## config.mk

```make
export PLATFORM = sky130hd
export DESIGN_NAME = dram_arbiter
export DESIGN_NICKNAME = d
export VERILOG_FILES = /design/src/rtl/dram_arbiter.sv
export SDC_FILE = /design/constraint.sdc
export NUM_CORES = 1
export LEC_CHECK = 0
export ABC_AREA = 1
export BUFFER_PORTS_ARGS = -buffer_cell sky130_fd_sc_hd__buf_4
export CAP_MARGIN = 20
export CORE_ASPECT_RATIO = 1.25
export CORE_MARGIN = 5
export CORE_UTILIZATION = 41
export DETAILED_ROUTE_END_ITERATION = 8
export PLACE_DENSITY = 0.76
export SLEW_MARGIN = 20
export SYNTH_ARGS = -nofsm -noshare
export SYNTH_HDL_FRONTEND = slang
export SYNTH_SLANG_ARGS = --single-unit
```

## constraint.sdc

```tcl
create_clock -name clk -period 1.5 [get_ports clk]
set_clock_uncertainty 0.15 [all_clocks]
set_input_delay 0 -clock clk [delete_from_list [all_inputs] [get_ports clk]]
set_output_delay 0 -clock clk [all_outputs]
set_load 0.05 [all_outputs]
```

## src/rtl/dram_arbiter.sv

```systemverilog
// rtl/dram_arbiter.sv - two-client round-robin arbiter/sequencer for the single-port dummy_dram
// Optional ISSUE timeout abort is enabled by defining DRAM_ARB_TIMEOUT_EN.
module dram_arbiter #(
    parameter int DATA    = 11,
    parameter int TIMEOUT = 15
) (
    input  logic            clk,
    input  logic            rst,
    input  logic [1:0]      req_valid,
    input  logic [1:0]      req_we,
    input  logic [31:0]     req_addr0,
    input  logic [31:0]     req_addr1,
    input  logic [DATA-1:0] req_wdata0,
    input  logic [DATA-1:0] req_wdata1,
    output logic [1:0]      rsp_done,
    output logic [DATA-1:0] rsp_data,
    output logic            rsp_err,
    output logic            busy,
    output logic [31:0]     mem_address,
    output logic            lsu_operator,
    output logic            mem_req,
    output logic [DATA-1:0] write_data_int,
    input  logic            mem_ready,
    input  logic [DATA-1:0] dram_data_out
);

    typedef enum logic [1:0] {IDLE, ISSUE, CAPTURE, RESP} state_t;

    state_t          state, state_nxt;
    logic            sel;
    logic            gnt;
    logic            last_gnt;
    logic            we_q;
    logic [31:0]     addr_q;
    logic [DATA-1:0] wdata_q;
    logic [DATA-1:0] data_q;
    logic            timeout_hit;

    if (TIMEOUT < 1) begin : g_timeout_range
        $error("dram_arbiter: TIMEOUT must be >= 1");
    end

`ifdef DRAM_ARB_TIMEOUT_EN
    localparam int             CW       = $clog2(TIMEOUT + 1);
    localparam logic [CW-1:0]  CNT_LAST = CW'(TIMEOUT - 1);

    logic [CW-1:0] cnt;
    logic          err_q;

    // The stall that would bring the count to TIMEOUT aborts instead of counting.
    assign timeout_hit = (state == ISSUE) && !mem_ready && (cnt == CNT_LAST);

    always_ff @(posedge clk or negedge rst) begin
        if (!rst) begin
            cnt   <= '0;
            err_q <= 1'b0;
        end else begin
            if (state == ISSUE && !mem_ready && !timeout_hit)
                cnt <= cnt + 1'b1;
            else
                cnt <= '0;
            if (timeout_hit)
                err_q <= 1'b1;
            else if (state == IDLE)
                err_q <= 1'b0;
        end
    end

    assign rsp_err = (state == RESP) && err_q;
`else
    assign timeout_hit = 1'b0;
    assign rsp_err     = 1'b0;
`endif

    // Lone requester wins; under contention the client not granted last time wins.
    always_comb begin
        sel = req_valid[1];
        if (req_valid == 2'b11)
            sel = ~last_gnt;
    end

    always_comb begin
        state_nxt = state;
        case (state)
            IDLE:    if (|req_valid) state_nxt = ISSUE;
            ISSUE: begin
                if (mem_ready)
                    state_nxt = we_q ? RESP : CAPTURE;
                else if (timeout_hit)
                    state_nxt = RESP;
            end
            CAPTURE: state_nxt = RESP;
            RESP:    state_nxt = IDLE;
            default: state_nxt = IDLE;
        endcase
    end

    always_ff @(posedge clk or negedge rst) begin
        if (!rst) begin
            state    <= IDLE;
            gnt      <= 1'b0;
            last_gnt <= 1'b1;
            we_q     <= 1'b0;
            addr_q   <= '0;
            wdata_q  <= '0;
            data_q   <= '0;
        end else begin
            state <= state_nxt;
            case (state)
                IDLE: begin
                    if (|req_valid) begin
                        gnt     <= sel;
                        we_q    <= req_we[sel];
                        addr_q  <= sel ? req_addr1 : req_addr0;
                        wdata_q <= sel ? req_wdata1 : req_wdata0;
                    end
                end
                ISSUE:   if (timeout_hit) data_q <= '0;
                CAPTURE: data_q <= dram_data_out;
                RESP:    last_gnt <= gnt;
                default: ;
            endcase
        end
    end

    // Latched registers only change on grant, so the DRAM side holds its last values outside ISSUE.
    assign mem_address    = addr_q;
    assign lsu_operator   = we_q;
    assign write_data_int = wdata_q;
    assign mem_req        = (state == ISSUE);
    assign busy           = (state != IDLE);
    assign rsp_data       = data_q;
    assign rsp_done       = (state == RESP) ? (gnt ? 2'b10 : 2'b01) : 2'b00;

endmodule

```

=== Word-level counts from Yosys, hierarchy flattened ===
Index checks and enable logic that the tools add are counted.

* Equal/unequal tests: 6
* Bitwise logic cells: 1
* Reduce and logical (&&, ||, !) cells: 5
* Order comparisons: 1
* Mux-type cells: 11

{| class="wikitable"
|+ Operators by type and width
! cell !! number
|-
| $mux 32 || 1
|-
| $mux 11 || 1
|-
| $mux 2 || 4
|-
| $pmux 2 s4 || 1
|-
| $eq 2x2->1 const B || 3
|-
| $mux 1 || 4
|-
| $reduce_and 2->1 || 2
|-
| $eq 2x1->1 const B || 1
|-
| $logic_not 2->1 || 1
|-
| $lt 1x2->1 const B || 1
|-
| $ne 2x1->1 const B || 1
|-
| $ne 2x2->1 const B || 1
|-
| $reduce_bool 2->1 || 1
|-
| $reduce_or 2->1 || 1
|-
| $not 1->1 || 1
|}

* Register bits after elaboration: 59
* Output and inout bits: 60
* Word-level logic and storage cells: 31

=== Longest topological paths before layout ===
* Depth after elaboration: 4
* Depth in mapped cells: 8
* Depth with buffers taken out: 8

=== Worst setup path after synthesis ===
Ideal clock, no wire load.

* Kind: register to register
* From: register state[0]
* To: register we_q, in the netlist lsu_operator
* Stages on the path, launching flop included: 8
* Clock period less this slack: 1.648 ns
* Path buffers: 1
* Slack: -0.148 ns
* Setup time: 0.066 ns
* Data arrival time: 1.432 ns
* Required time: 1.284 ns
* Path through: dfrtp_1 inv_1 ha_1 inv_2 nor2_4 buf_6 nand3_1 nand2_1

* Word-level cells in the longest chain between the ends: 2

{| class="wikitable"
|+ RTL lines
! what !! line !! RTL
|-
| start, declared || 29 || <nowiki>state_t state, state_nxt;</nowiki>
|-
| start signal, assigned || 108 || <nowiki>state <= state_nxt;</nowiki>
|-
| $logic_not 2->1 || 109 || <nowiki>case (state)</nowiki>
|-
| $reduce_and 2->1 (no line) || n/a ||
|-
| end signal, assigned || 113 || <nowiki>we_q <= req_we[sel];</nowiki>
|-
| end, declared || 33 || <nowiki>logic we_q;</nowiki>
|}

Every way passes these cells.
A chain may end at the register's enable or synchronous reset.

=== Final worst setup path ===
* From: register state[1]
* To: output port rsp_done[0]

* Word-level cells in the longest chain between the ends: 2

{| class="wikitable"
|+ RTL lines
! what !! line !! RTL
|-
| $eq 2x2->1 || 133 || <nowiki>assign rsp_done = (state == RESP) ? (gnt ? 2'b10 : 2'b01) : 2'b00;</nowiki>
|-
| $mux 2 || 133 ||
|-
| end, declared || 15 || <nowiki>output logic [1:0] rsp_done,</nowiki>
|}

Every way passes these cells.

==> tab_implementation.tex <==
\begin{tabular}{lr}
\hline
Metric & Value \\
\hline
\multicolumn{2}{l}{\textbf{Placement}} \\
Detailed Place HPWL & 6960 µm \\
IO Port Bufs & 162 \\
Pre-CTS setup slack & 0.0150 ns \\
Placer Congestion & 0.834 \\
Post-placement cell count & 684 \\
\multicolumn{2}{l}{\textbf{Setup path}} \\
Critical path endpoint category & output pin \\
Worst setup SP type & flop \\
Launching instance or port of the critical path & state[1]\$\_DFFE\_PN0P\_ \\
Reg2reg setup slack & 0.03 ns \\
Worst Reg2Reg Path Length in Cells & 7 \\
Startpoint of the worst-slack reg-to-reg timing path & state[1]\$\_DFFE\_PN0P\_ \\
Critical setup path kind & flop to output pin \\
Highest net fanout along the worst path & 4 \\
Worst endpoint data arrival time & 1.33 ns \\
Critical Path RT & 1.35 ns \\
\multicolumn{2}{l}{\textbf{Route}} \\
Vias/cell & 4.80 \\
Total vias in the final route & 3,867 \\
Detailed-route wire length per cell & 15.0 µm \\
Pre-Repair DR Iteration Count & 4 \\
Aggregate routed wire length & 12,100 µm \\
Post-route DRC violation count & 0 \\
1st-iter DRT viols & 217 \\
Number of nets with antenna violations after routing & 0 \\
\multicolumn{2}{l}{\textbf{Yosys}} \\
Netlist cell types & 21 \\
Mean cell area of the mapped netlist & 7.34 µm² \\
Cells after synthesis & 437 \\
YS warnings & 0 \\
Post-synthesis sequential area ratio & 46.0\% \\
Cell area after technology mapping & 3210 µm² \\
Post-Syn Nets & 545 \\
Post-synthesis sequential element count & 59 \\
\multicolumn{2}{l}{\textbf{Global routing}} \\
First-pass GRT wire length & 19,100 µm \\
Remaining global-route overflow & 0 \\
Vias in the first global route & 4,187 \\
Total routing resource utilization after global routing & 25.6\% \\
Pin count of the biggest net entering global routing & 34 \\
Antenna violations before repair & 0 \\
\multicolumn{2}{l}{\textbf{Clock tree}} \\
Buffer type at the clock tree root & sky130\_fd\_sc\_hd\_\_clkbuf\_8 \\
Maximum clock path buffer count & 2 \\
Htree depth & 3 \\
Clock insertion delay at the later pin of the skew report & 0.33 ns \\
Number of clock sinks seen by CTS & 59 \\
TritonCTS clock tree & done \\
TritonCTS Buffers & 9 \\
Reg clk slew, reported paths & 0.07 ns \\
\multicolumn{2}{l}{\textbf{Worst hold path}} \\
Class of the tightest hold or removal check & input pin to flop \\
Worst min-delay path startpoint & dram\_data\_out[10] \\
Worst hold path stage count & 3 \\
\multicolumn{2}{l}{\textbf{Floorplan}} \\
Rows & 36 \\
Area enclosed by the die boundary & 9710 µm² \\
Die W & 89.1 µm \\
Die height & 109 µm \\
Starting density of the core & 41.7\% \\
Area of the placeable core & 7700 µm² \\
Io pins & 164 \\
\multicolumn{2}{l}{\textbf{Layout}} \\
Share of post-route cells with drive strength above 1 & 30.9\% \\
Number of nets in the layout & 814 \\
Area Growth Syn to Fin & 85.4\% \\
Number of fill cells & 486 \\
Final standard cell count with taps included and fillers excluded & 806 \\
Diodes inserted & 0 \\
\multicolumn{2}{l}{\textbf{STA}} \\
Max-slew violation count & 0 \\
Total setup violations reported at the end of the flow & 0 \\
Hold Slack & 0.285 ns \\
Slack of the critical path & 0.0243 ns \\
Post-Route Setup TNS & 0 ns \\
Achievable clock frequency & 678 MHz \\
Share of the clock period used by the worst path & 98.4\% \\
Final critical path time including I/O delays and setup & 1.48 ns \\
Unrepaired setup endpoints after global routing & true \\
Hold Vio Cnt, Final & 0 \\
\multicolumn{2}{l}{\textbf{Run}} \\
Number of max-cap violations & 0 \\
\multicolumn{2}{l}{\textbf{Power and ir drop}} \\
Post-route total power & 12.2 mW \\
Cell leakage power & 3.34 nW \\
VDD IR max & 0.00162 V \\
Pwr dens & 2050 nW/µm² \\
\multicolumn{2}{l}{\textbf{Run status}} \\
Run status & completed \\
\hline
\end{tabular}
==> per-layer routing <==
layer	wire [µm]	GRT usage [%]	up-vias
li1	-	-	1845
met1	4250	26.5	1788
met2	6550	47.0	189
met3	772	5.67	45
met4	474	13.2	0
met5	0	0	-
==> final timing paths <==
kind,endpoint
max,rsp_done[0]
min,rsp_data[10]$_DFFE_PN0N_
max reg2reg,write_data_int[1]$_DFFE_PN0P_
min reg2reg,mem_address[3]$_DFFE_PN0P_
max in group asynchronous,mem_address[14]$_DFFE_PN0P_
min in group asynchronous,rsp_data[7]$_DFFE_PN0N_
==> report_power, final <==
part	total, mW	leakage (nW)	internal [mW]	switching (mW)
Combinational	7.30	2.50	2.49	4.81
Clock	1.91	0.125	1.27	0.645
Sequential	2.96	0.711	2.43	0.534
==> synth_stat cells <==
master | instances | area share (%)
sky130_fd_sc_hd__o21ai_0 | 1 | 0.16
sky130_fd_sc_hd__clkbuf_1 | 7 | 0.82
sky130_fd_sc_hd__nand2_4 | 1 | 0.35
sky130_fd_sc_hd__buf_6 | 4 | 1.4
sky130_fd_sc_hd__buf_2 | 9 | 1.4
sky130_fd_sc_hd__inv_1 | 94 | 11
sky130_fd_sc_hd__nand3_1 | 91 | 14
sky130_fd_sc_hd__buf_4 | 2 | 0.47
sky130_fd_sc_hd__inv_2 | 1 | 0.12
sky130_fd_sc_hd__nor2_1 | 3 | 0.35
sky130_fd_sc_hd__ha_1 | 4 | 1.6
sky130_fd_sc_hd__conb_1 | 1 | 0.12
sky130_fd_sc_hd__buf_1 | 1 | 0.12
sky130_fd_sc_hd__o21ai_4 | 1 | 0.51
sky130_fd_sc_hd__mux2_2 | 11 | 3.9
sky130_fd_sc_hd__dfstp_2 | 1 | 0.82
sky130_fd_sc_hd__nand2_1 | 144 | 17
sky130_fd_sc_hd__nand2_2 | 1 | 0.20
sky130_fd_sc_hd__a21oi_1 | 1 | 0.16
sky130_fd_sc_hd__nor2_4 | 1 | 0.35
sky130_fd_sc_hd__dfrtp_1 | 58 | 45
==> registers in the layout (all words and copies together) (netlist names) <==
| signal | count |
|---|---|
| lsu_operator | 1 |
| mem_address | 32 |
| last_gnt | 1 |
| gnt | 1 |
| write_data_int | 11 |
| rsp_data | 11 |
| state | 2 |
==> layout make-up <==
cell class / instances / area, µm² / share of cell area (%)
Clock inverter: 7 / 140 / 2.35
Inverter: 95 / 359 / 6.03
Multi-Input combinational cell: 260 / 1270 / 21.4
Timing Repair Buffer: 281 / 2460 / 41.3
Sequential cell: 59 / 1480 / 24.8
Tap cell: 95 / 119 / 2.00
Clock buffer: 9 / 124 / 2.08
==> through the flow <==
stage | instance area (µm²) | util, %
global route | 5950 | 77.3
detailed placement | 4600 | 59.7
floorplan | 3230 | -
finish | 5950 | 77.3
CTS | 5940 | 77.1
global placement | 4600 | 59.7
==> layout by cell type (no fill, tap or decap) <==
cell / instances
sky130_fd_sc_hd__nor2_2: 2
sky130_fd_sc_hd__bufinv_16: 4
sky130_fd_sc_hd__inv_4: 1
sky130_fd_sc_hd__o21ai_4: 1
sky130_fd_sc_hd__dfrtp_1: 58
sky130_fd_sc_hd__nand2_4: 1
sky130_fd_sc_hd__conb_1: 1
sky130_fd_sc_hd__clkinvlp_4: 2
sky130_fd_sc_hd__ha_1: 1
sky130_fd_sc_hd__nand2_2: 2
sky130_fd_sc_hd__ha_2: 1
sky130_fd_sc_hd__inv_1: 90
sky130_fd_sc_hd__nor2_1: 1
sky130_fd_sc_hd__nand2_1: 143
sky130_fd_sc_hd__mux2_2: 11
sky130_fd_sc_hd__buf_4: 168
sky130_fd_sc_hd__nor2_4: 1
sky130_fd_sc_hd__o21ai_0: 1
sky130_fd_sc_hd__inv_2: 4
sky130_fd_sc_hd__clkinv_2: 1
sky130_fd_sc_hd__dfstp_2: 1
sky130_fd_sc_hd__ha_4: 2
sky130_fd_sc_hd__dlygate4sd3_1: 104
sky130_fd_sc_hd__nand3_1: 91
sky130_fd_sc_hd__a21oi_1: 1
sky130_fd_sc_hd__clkbuf_8: 9
sky130_fd_sc_hd__buf_12: 6
sky130_fd_sc_hd__buf_6: 3
==> critical path: stages, from the launching register on <==
cell and delay (ns):
sky130_fd_sc_hd__dfrtp_1 0.42, sky130_fd_sc_hd__buf_6 0.13, sky130_fd_sc_hd__ha_4 0.13, sky130_fd_sc_hd__inv_2 0.05
sky130_fd_sc_hd__nor2_2 0.10, sky130_fd_sc_hd__buf_6 0.17
==> cells by family after synthesis <==
group / Yosys count / synth area share (%)
mux: 11 / 3.86
other cells: 1 / 0.117
fa+ha+maj: 4 / 1.56
buf+inv: 118 / 15.3
compound gates: 3 / 0.819
simple gates: 241 / 32.3
flops: 59 / 46.0
==> timing repair <==
action / CTS / global route
hold buffers: 104 / 0
pin swaps: 1 / 1
setup buffers: 1 / 1
resized for setup: 6 / 6
setup endpoints to repair: 2 / 60
hold endpoints to repair: 117 / 0
Power figures use the tool's default switching activity.
